## src/rtl/hazard_forward_unit.sv

```systemverilog
// Hazard detection and operand-forwarding select for a 5-stage pipeline with HI/LO registers.
// All outputs combinational (zero latency); stall freezes PC and IF/ID and injects an ID/EX bubble.
module hazard_forward_unit #(
  parameter int MULT_LAT = 4
) (
  input  logic       clk,
  input  logic       rst_n,
  input  logic [5:0] id_rs,
  input  logic [5:0] id_rt,
  input  logic       id_uses_rs,
  input  logic       id_uses_rt,
  input  logic       id_is_branch,
  input  logic [5:0] id_dst,
  input  logic       id_regwrite,
  input  logic       id_memtoreg,
  input  logic       id_reads_hi,
  input  logic       id_reads_lo,
  input  logic       id_is_muldiv,
  output logic [1:0] Forward1A,
  output logic [1:0] Forward1B,
  output logic [1:0] Forward2A,
  output logic [1:0] Forward2B,
  output logic [2:0] Forward3A,
  output logic [2:0] Forward3B,
  output logic       stall
);

  localparam logic [5:0] REG_HI   = 6'd32;
  localparam logic [5:0] REG_LO   = 6'd33;
  localparam logic [5:0] REG_PROD = 6'd34;

  localparam logic [0:0] ST_IDLE = 1'b0;
  localparam logic [0:0] ST_BUSY = 1'b1;

  localparam logic [2:0] CNT_INIT = 3'(MULT_LAT - 1);

  typedef struct packed {
    logic       valid;
    logic [5:0] dst;
    logic       regwrite;
    logic       memtoreg;
    logic [5:0] rs;
    logic [5:0] rt;
    logic       uses_rs;
    logic       uses_rt;
    logic       reads_hi;
    logic       reads_lo;
  } slot_t;

  slot_t      e_q, e_d;
  slot_t      m_q, m_d;
  slot_t      w_q, w_d;
  logic [0:0] state_q, state_d;
  logic [2:0] cnt_q, cnt_d;

  // r0 is hardwired, so a write to it never produces a forwardable value.
  function automatic logic produces(input slot_t s, input logic [5:0] r);
    return s.valid && s.regwrite && (s.dst == r) && (r != 6'd0);
  endfunction

  function automatic logic produces_prod(input slot_t s);
    return s.valid && s.regwrite && (s.dst == REG_PROD);
  endfunction

  function automatic logic [1:0] fwd_gpr(input slot_t m, input slot_t w,
                                         input logic [5:0] r, input logic used);
    logic [1:0] sel;
    sel = 2'b00;
    if (used) begin
      if (produces(m, r)) begin
        sel = 2'b10;
      end else if (produces(w, r)) begin
        sel = 2'b01;
      end
    end
    return sel;
  endfunction

  // A full product (dst 34) is newer than a single-half write in the same stage.
  function automatic logic [2:0] fwd_hilo(input slot_t m, input slot_t w,
                                          input logic [5:0] r, input logic rd);
    logic [2:0] sel;
    sel = 3'b000;
    if (rd) begin
      if (produces_prod(m)) begin
        sel = 3'b100;
      end else if (produces(m, r)) begin
        sel = 3'b010;
      end else if (produces_prod(w)) begin
        sel = 3'b011;
      end else if (produces(w, r)) begin
        sel = 3'b001;
      end
    end
    return sel;
  endfunction

  logic e_hit;
  logic m_hit;
  logic load_use;
  logic branch_haz;
  logic hilo_user;
  logic mult_haz;

  always_comb begin
    e_hit = (id_uses_rs && produces(e_q, id_rs)) ||
            (id_uses_rt && produces(e_q, id_rt));
    m_hit = (id_uses_rs && produces(m_q, id_rs)) ||
            (id_uses_rt && produces(m_q, id_rt));

    load_use   = e_hit && e_q.memtoreg;
    branch_haz = id_is_branch && (e_hit || (m_hit && m_q.memtoreg));

    hilo_user = id_reads_hi || id_reads_lo || id_is_muldiv ||
                (id_regwrite && ((id_dst == REG_HI) || (id_dst == REG_LO) ||
                                 (id_dst == REG_PROD)));
    mult_haz  = (state_q == ST_BUSY) && hilo_user;

    stall = load_use || branch_haz || mult_haz;
  end

  always_comb begin
    w_d = m_q;
    m_d = e_q;
    e_d = '0;
    if (!stall) begin
      e_d.valid    = 1'b1;
      e_d.dst      = id_dst;
      e_d.regwrite = id_regwrite;
      e_d.memtoreg = id_memtoreg;
      e_d.rs       = id_rs;
      e_d.rt       = id_rt;
      e_d.uses_rs  = id_uses_rs;
      e_d.uses_rt  = id_uses_rt;
      e_d.reads_hi = id_reads_hi;
      e_d.reads_lo = id_reads_lo;
    end
  end

  // The countdown starts once the product writer sits in EX and covers MULT_LAT-1 cycles.
  always_comb begin
    state_d = state_q;
    cnt_d   = cnt_q;
    case (state_q)
      ST_IDLE: begin
        if (e_q.valid && (e_q.dst == REG_PROD)) begin
          state_d = ST_BUSY;
          cnt_d   = CNT_INIT;
        end
      end
      ST_BUSY: begin
        cnt_d = cnt_q - 3'd1;
        if (cnt_q == 3'd1) begin
          state_d = ST_IDLE;
        end
      end
      default: begin
        state_d = ST_IDLE;
        cnt_d   = 3'd0;
      end
    endcase
  end

  always_ff @(posedge clk or negedge rst_n) begin
    if (!rst_n) begin
      e_q     <= '0;
      m_q     <= '0;
      w_q     <= '0;
      state_q <= ST_IDLE;
      cnt_q   <= 3'd0;
    end else begin
      e_q     <= e_d;
      m_q     <= m_d;
      w_q     <= w_d;
      state_q <= state_d;
      cnt_q   <= cnt_d;
    end
  end

  always_comb begin
    Forward1A = fwd_gpr(m_q, w_q, id_rs, id_uses_rs);
    Forward1B = fwd_gpr(m_q, w_q, id_rt, id_uses_rt);
    Forward2A = fwd_gpr(m_q, w_q, e_q.rs, e_q.uses_rs);
    Forward2B = fwd_gpr(m_q, w_q, e_q.rt, e_q.uses_rt);
    Forward3A = fwd_hilo(m_q, w_q, REG_LO, e_q.reads_lo);
    Forward3B = fwd_hilo(m_q, w_q, REG_HI, e_q.reads_hi);
  end

  // The W slot only ever acts as a producer; its source-side fields are carried for symmetry.
  logic w_fields_unused;
  assign w_fields_unused = ^{w_q.memtoreg, w_q.rs, w_q.rt, w_q.uses_rs, w_q.uses_rt,
                             w_q.reads_hi, w_q.reads_lo};

endmodule

```

## config.mk

```make
export PLATFORM = sky130hd
export DESIGN_NAME = hazard_forward_unit
export DESIGN_NICKNAME = d
export VERILOG_FILES = /design/src/rtl/hazard_forward_unit.sv
export SDC_FILE = /design/constraint.sdc
export NUM_CORES = 1
export LEC_CHECK = 0
export BUFFER_PORTS_ARGS = -buffer_cell sky130_fd_sc_hd__buf_2
export CAP_MARGIN = 15
export CORE_MARGIN = 3
export CORE_UTILIZATION = 60
export CTS_CLUSTER_SIZE = 30
export DETAILED_ROUTE_END_ITERATION = 10
export PLACE_DENSITY = 0.84
export SYNTH_ARGS = -nofsm -noshare
export SYNTH_HDL_FRONTEND = slang
export SYNTH_SLANG_ARGS = --single-unit
```

## constraint.sdc

```tcl
create_clock -name clk -period 3.47 [get_ports clk]
set_clock_uncertainty 0.2 [all_clocks]
set_input_delay 0.1735 -clock clk [delete_from_list [all_inputs] [get_ports clk]]
set_output_delay 0.1735 -clock clk [all_outputs]
set_load 0.02 [all_outputs]
```

==> run_results.csv, run 1 <==
group,metric,value,unit
status,status,"completed",
power,finalPower,0.001812,W
global_route,met3_usage,0.03601,
flow_run,drv_cap,0,
synth,yosysMostFrequentCell,"dfrtp_1",
min_path,hp-class,"input port to register",
synth,ys_types,37,
global_route,grt_pass1_wl,9425,µm
routing,wire_per_inst,17.43,µm
power,ir_drop,0.0004244,V
global_route,top_usage_layer,"met2",
critical_path,required,3.10,ns
placed_design,port_buffers,42,
final_layout,instances_no_fill,332,
die,core.rowCount,23,
clocking,clockBufferDepth,2,
clocking,cts-buffers-inserted,5,
critical_path,worst_setup_path_start_kind,"register",
die,die-width,71.92,µm
global_route,grt-ovfl-total,0,
power,powerDensity,606.4,mW/mm²
die,start_util,0.6381,
synth,synthesis.area,0.002608,mm²
sta,tightest_slew,0.9551,ns
synth,yosysTopAreaCell,"dfrtp_1",
critical_path,crit_fanout,26,
die,core_area,0.004086,mm²
global_route,grt_pass1_vias,1894,
synth,syn_inst,242,
synth,netlist.area_leader.share,0.4415,
global_route,grt.met1_usage,0.3092,
sta,slew-limit-headroom,0.3633,
sta,post-route-period-util,0.8245,
final_layout,drive_above_1_share,0.2092,
critical_path,ff2ff_setup_slack,1.04,ns
critical_path,reg2reg_from,"m_q[19]",
synth,synth.area.top_cells,"dfrtp_1 44%, xor2_1 12%, xnor2_1 9.1%",
routing,drcViolationCount,0,
routing,ant_nets,0,
power,leakage,1.338,nW
min_path,min_from,"id_dst[4]",
sta,fmax,349.5,MHz
critical_path,crit_type,"register to primary output",
routing,route.vias.total,1944,
final_layout,multi_input_area,0.001355,mm²
critical_path,endpoint_kind,"primary output",
routing,vias_per_cell,5.855,
critical_path,rr_endpoint,"e_q[15]",
synth,synth.net_count,272,
final_layout,area_growth,14.59,%
clocking,root_buffer,"clkbuf_8",
critical_path,crit_path_start,"m_q[19]",
final_layout,final_nets,311,
placed_design,gp_congestion,0.8733,
global_route,grtUsageTotal,0.2383,
sta,finalCriticalPeriod,2.861,ns
critical_path,r2r_cells,5,
synth,ys_top_cells_by_count,"46 x dfrtp_1, 36 x xor2_1, 27 x xnor2_1",
synth,synth_edf_count,0,
critical_path,endpoint,"stall",
synth,ys_ff_latch,46,
clocking,htree_levels,2,
clocking,cts_setup_buffers,0,
critical_path,cp.arrival,2.49,ns
routing,dr.first_iter.drc_count,106,
synth,seq_area_frac_synth,0.4415,
routing,drtPass1Iterations,5,
global_route,grt_use_met2,0.4163,
clocking,cts.sinks,46,
sta,finalHoldViolCount,0,
final_layout,fillers,295,
global_route,antenna_found_initial,0,
clocking,path_clk_slew,0.08,ns
die,num_io_pins,43,
sta,rsz0062_at_grt,"false",
die,die_h,71.92,µm
clocking,cts_tree,"done",
synth,synthFlopType,"dfrtp_1",
final_layout,diodes,0,
synth,yosys_warnings,0,
placed_design,dpl.hpwl,4143,µm
global_route,grt_max_degree,47,
sta,maxSlewViolCount,0,
placed_design,place_inst,316,
clocking,clkLatencyLatePin,0.29,ns
sta,setup_tns,0,ns
final_layout,seqCellArea,0.001151,mm²
die,die_area,0.005172,mm²
sta,setup_viol,0,
synth,avgSynthCellArea,10.77,µm²
routing,totalWireLength,5786,µm
synth,async_flop_share,1.000,
-- per-stage QoR --
step | worst slack (ns) | instance area (µm²) | hold WS [ns] | util
3_3_place_gp | 0.9199 | 2798 | 0.1607 | 0.6846
3_5_place_dp | 0.8833 | 2798 | 0.1603 | 0.6846
6_report | 0.6090 | 2988 | 0.01326 | 0.7312
2_1_floorplan | 0.6748 | 2608 | -0.3221 | -
5_1_grt | 0.4895 | 2988 | 0.01894 | 0.7312
4_1_cts | 0.6082 | 2988 | 0.002862 | 0.7312
-- cell type report --
| cell class | count | area share |
|---|---|---|
| well taps | 50 | 0.02094 |
| multi-input cells | 173 | 0.4535 |
| repair buffers | 50 | 0.09715 |
| clock buffers | 6 | 0.02429 |
| clock inverters | 2 | 0.01256 |
| flip-flops and latches | 46 | 0.3853 |
| inverters | 5 | 0.006281 |
-- where the power goes --
part	internal [W]	switching, W
registers	0.000686	0.000224
logic	0.000275	0.000240
clock network	0.000215	0.000172
-- cell families (layout without fill, tap and decap cells) --
kind of cell             count (synthesis)  in the layout  share of synthesized area
AND/OR/NAND/NOR                         94             94                     0.2510
XOR/XNOR                                63             63                     0.2116
flip-flops                              46             46                     0.4415
buffers and inverters                   23             63                    0.03887
AO/OA/AOI/OAI                           12             12                    0.03984
adder cells (fa/ha/maj)                  2              2                   0.009595
multiplexers                             2              2                   0.007678
-- what timing repair did --
action,in CTS,in global routing
endpoints found under the hold margin,53,0
setup endpoints to repair,0,0
hold buffers,8,0
resized for setup,0,0
-- how the worst min path moves through the flow --
stage | depth (start not counted) | to
finish | 2 | e_q[22]
global route | 2 | e_q[0]
CTS | 2 | e_q[20]
detailed placement | 0 | m_q[16]
global placement | 0 | m_q[17]
floorplan | 0 | cnt_q[0]
-- critical path: stages (launching register included) --
cell and delay [ns]:
dfrtp_1 0.62, xnor2_1 0.17, nand4_1 0.15, nor4bb_1 0.53, o211a_4 0.39, nand3b_1 0.14, buf_2 0.19
-- routing by layer --
metal | vias up | share of wire
met1 | 927 | 0.43
met3 | 14 | 0.049
met4 | 0 | 0.020
met2 | 65 | 0.50
met5 | - | 0
li1 | 938 | -
-- cell usage in the layout, fill, tap and decap left out, types with 2 or more instances in the layout --
cell type,count
dfrtp_1,46
buf_2,42
xor2_1,36
xnor2_1,27
and4b_1,18
nor4_1,10
nor2_1,9
nand2_1,9
nand3_1,9
nor3_1,8
dlygate4sd3_1,8
and4b_2,6
inv_1,5
nand4_1,5
clkbuf_8,5
or4_1,4
nor4b_1,4
nor3b_1,3
and2_1,2
o21ai_0,2
mux2i_1,2
and3_1,2
ha_1,2
-- registers in the layout (all words and copies together), names as in the netlist --
name     cells
e_q         25
w_q          8
state_q      1
cnt_q        3
m_q          9
No activity file was read; power rests on OpenSTA's default activity.
==> run 2, diff against run 1 <==
--- a/config.mk
+++ b/config.mk
@@ -5,13 +5,14 @@
 export SDC_FILE = /design/constraint.sdc
 export NUM_CORES = 1
 export LEC_CHECK = 0
+export ABC_AREA = 1
 export BUFFER_PORTS_ARGS = -buffer_cell sky130_fd_sc_hd__buf_2
 export CAP_MARGIN = 15
 export CORE_MARGIN = 3
-export CORE_UTILIZATION = 60
+export CORE_UTILIZATION = 56
 export CTS_CLUSTER_SIZE = 30
 export DETAILED_ROUTE_END_ITERATION = 10
-export PLACE_DENSITY = 0.84
+export PLACE_DENSITY = 0.79
 export SYNTH_ARGS = -nofsm -noshare
 export SYNTH_HDL_FRONTEND = slang
 export SYNTH_SLANG_ARGS = --single-unit
==> constraint.sdc (replaced) <==
create_clock -name clk -period 2.7 [get_ports clk]
set_clock_uncertainty 0.2 [all_clocks]
set_input_delay 0.135 -clock clk [delete_from_list [all_inputs] [get_ports clk]]
set_output_delay 0.135 -clock clk [all_outputs]
set_load 0.02 [all_outputs]
==> run 2 against run 1 <==
Non-clock buffer count up 14; combinational power up 64%; register-to-register slack worse by 0.55 ns; synthesized area up 2.9%; total power up 36%; largest cell class unchanged.
==> run_results.csv, run 2 <==
group,metric,value,unit
routing,dr.first_iter.drc_count,218,
critical_path,rr_endpoint,"e_q[15]",
synth,async_flop_share,1.000,
flow_run,drv_cap,0,
synth,synth.net_count,381,
global_route,grt.met1_usage,0.3742,
placed_design,gp_congestion,1.002,
clocking,cts_tree,"done",
global_route,grt_max_degree,47,
final_layout,stdcell_area,0.003228,mm²
final_layout,final_common_cell,"nand2_1",
synth,yosys_warnings,0,
synth,synth-compound-area-share,0.07556,
synth,ys_types,32,
global_route,grtUsageTotal,0.2901,
critical_path,path_buf_inv,5,
critical_path,worst_setup_path_start_kind,"input port",
routing,totalWireLength,7442,µm
synth,synth_xor_area_frac,0.06530,
final_layout,multi_input_area,0.001249,mm²
synth,synthMuxAreaShare,0.003731,
routing,drcViolationCount,0,
synth,yosysMostFrequentCell,"nand2_1",
clocking,path_clk_slew,0.08,ns
final_layout,top_regs,"e_q x25, m_q x9, w_q x8",
synth,synthFlopType,"dfrtp_1",
status,status,"completed",
synth,synth_edf_count,0,
power,leakage,1.695,nW
critical_path,cp_slowest_stage_delay,0.54,ns
routing,wire_per_inst,15.90,µm
sta,setup_viol,0,
clocking,clockBufferDepth,2,
die,die_area,0.005657,mm²
clocking,htree_levels,2,
final_layout,diodes,0,
die,die_h,75.21,µm
power,finalPower,0.002472,W
sta,slew-limit-headroom,0.3264,
power,power.net_switching,0.0009871,W
synth,synth-simple-area-share,0.3083,
synth,syn_inst,351,
synth,synth.area.top_cells,"dfrtp_1 43%, nand2_1 10%, inv_1 7.7%",
final_layout,top_register,"e_q",
final_layout,final_nets,445,
placed_design,post_dp_cell_area,0.002903,mm²
final_layout,final_cell_mix,"73 x nand2_1, 55 x inv_1, 46 x nor2_1, 46 x dfrtp_1, 42 x buf_2",
sta,fmax,402.0,MHz
final_layout,largest_reg_flops,25,
die,start_util,0.5996,
synth,synthesis.area,0.002683,mm²
critical_path,cp_slowest_cell,"dlygate4sd3_1",
synth,yosysTopAreaCell,"dfrtp_1",
sta,rsz0062_at_grt,"false",
power,p_comb_frac,0.341,
placed_design,port_buffers,42,
global_route,antenna_found_initial,0,
clocking,cts.sinks,46,
die,num_io_pins,43,
global_route,met3_usage,0.06676,
sta,finalHoldViolCount,0,
clocking,cts-buffers-inserted,5,
min_path,whs_path_depth,3,
routing,route.vias.total,2616,
power,ir_drop,0.0005730,V
final_layout,area_growth,20.34,%
die,core.rowCount,24,
routing,ant_nets,0,
min_path,min_to,"e_q[12]",
min_path,hp-class,"input port to register",
critical_path,ff2ff_setup_slack,0.49,ns
routing,drtPass1Iterations,5,
global_route,grt-ovfl-total,0,
sta,maxSlewViolCount,0,
min_path,min_from,"id_rs[2]",
die,die-width,75.21,µm
critical_path,cp.arrival,2.15,ns
power,swShare,0.3994,
critical_path,required,2.37,ns
routing,vias_per_cell,5.590,
critical_path,r2r_cells,14,
die,core_area,0.004474,mm²
final_layout,seqCellArea,0.001151,mm²
critical_path,worst_path_most_repeated_cell,"nand2_1",
sta,post-route-period-util,0.9214,
critical_path,critical_path.cell_chain,"dlygate4sd3_1, buf_2, inv_1, nand2_1, nor2_1, nor2_1, nand3_1, nand2_1, nand3_1, nand2_1, inv_1, nand2_8, buf_2",
sta,hold_ws,0.02539,ns
power,powerDensity,765.6,mW/mm²
synth,avgSynthCellArea,7.643,µm²
global_route,grt_use_met2,0.4768,
final_layout,drive_above_1_share,0.1899,
global_route,top_usage_layer,"met2",
sta,fin_ws,0.2123,ns
synth,yosys.area_share.adder,0.009328,
clocking,root_buffer,"clkbuf_8",
synth,ys_ff_latch,46,
sta,tightest_slew,1.010,ns
synth,seq_area_frac_synth,0.4291,
critical_path,crit_fanout,19,
synth,ys_top_cells_by_count,"73 x nand2_1, 55 x inv_1, 46 x dfrtp_1, 46 x nor2_1, 19 x nor2_2",
placed_design,dp_slack,0.4795,ns
critical_path,reg2reg_from,"m_q[17]",
placed_design,dpl.hpwl,5410,µm
synth,netlist.area_leader.share,0.4291,
sta,finalCriticalPeriod,2.488,ns
global_route,grt_pass1_wl,12130,µm
clocking,clkLatencyLatePin,0.30,ns
critical_path,crit_family,"buffers and inverters",
critical_path,endpoint_kind,"primary output",
power,internal_power,0.001484,W
power,clock_power_share,0.202,
synth,synth_top_family_by_area,"simple AND/OR/NAND/NOR gates",
global_route,grt_pass1_vias,2483,
sta,setup_tns,0,ns
power,p_seq_frac,0.457,
critical_path,crit_type,"input port to primary output",
final_layout,fillers,350,
[run 2: layout make-up]
type | instances | area share
well taps | 52 | 0.02016
clock inverters | 1 | 0.009302
multi-input cells | 237 | 0.3868
repair buffers | 64 | 0.1326
clock buffers | 7 | 0.02364
flip-flops and latches | 46 | 0.3566
inverters | 61 | 0.07093
[run 2: worst reg2reg max path, cell delays in order, from the launching register on]
cell and delay, ns:
dfrtp_1 0.37, nand2_1 0.15, inv_1 0.18, nand2_1 0.08, nor2_1 0.11, nand2_1 0.07
nor2_2 0.09, nand3_1 0.12, nand2_1 0.08, nand2_1 0.04, nand2_1 0.07, nand2_2 0.09
nand2_8 0.16, buf_4 0.21, nor2_1 0.06
[run 2: kinds of logic (layout without fill, tap and decap cells)]
logic type	after synthesis	in the layout
AO/OA/AOI/OAI	32	32
AND/OR/NAND/NOR	182	182
adder cells (fa/ha/maj)	2	2
multiplexers	1	1
flip-flops	46	46
XOR/XNOR	20	20
buffers and inverters	68	133
[run 2: per-layer routing]
metal  vias up  routed length, µm
met4         0                191
met1      1218               3019
met5         -                  0
met3        21                633
li1       1235                  -
met2       142               3598
[run 2: per-stage QoR]
| stage | utilization | std cells |
|---|---|---|
| floorplan | - | 351 |
| global placement | 0.6488 | 439 |
| detailed placement | 0.6488 | 439 |
| CTS | 0.7195 | 468 |
| global route | 0.7215 | 468 |
| finish | 0.7215 | 468 |
[run 2: how the worst max path moves through the flow]
stage / startpoint / end / slack [ns] / depth (start not counted)
final: id_rt[0] / stall / 0.21 / 13
after global routing: m_q[17] / stall / 0.004 / 13
after CTS: m_q[17] / stall / 0.19 / 13
after detailed placement: m_q[17] / e_q[15] / 0.48 / 14
after global placement: m_q[18] / e_q[15] / 0.52 / 14
after floorplan: w_q[18] / Forward2B[0] / 0.78 / 5
[run 2: power groups by stage]
stage	Combinational [W]	Clock [W]	Sequential [W]
after global routing	0.000952	0.000534	0.00115
after global placement	0.000778	0	0.00113
after floorplan	0.000701	0	0.00102
after detailed placement	0.000802	0	0.00114
final	0.000843	0.000500	0.00113
after CTS	0.000828	0.000510	0.00112
[run 2: repair_timing]
action | CTS | global route
endpoints found under the setup margin | 0 | 1
buffers inserted | 0 | 0
endpoints found under the hold margin | 66 | 0
hold buffers | 21 | 0
resized for setup | 0 | 1
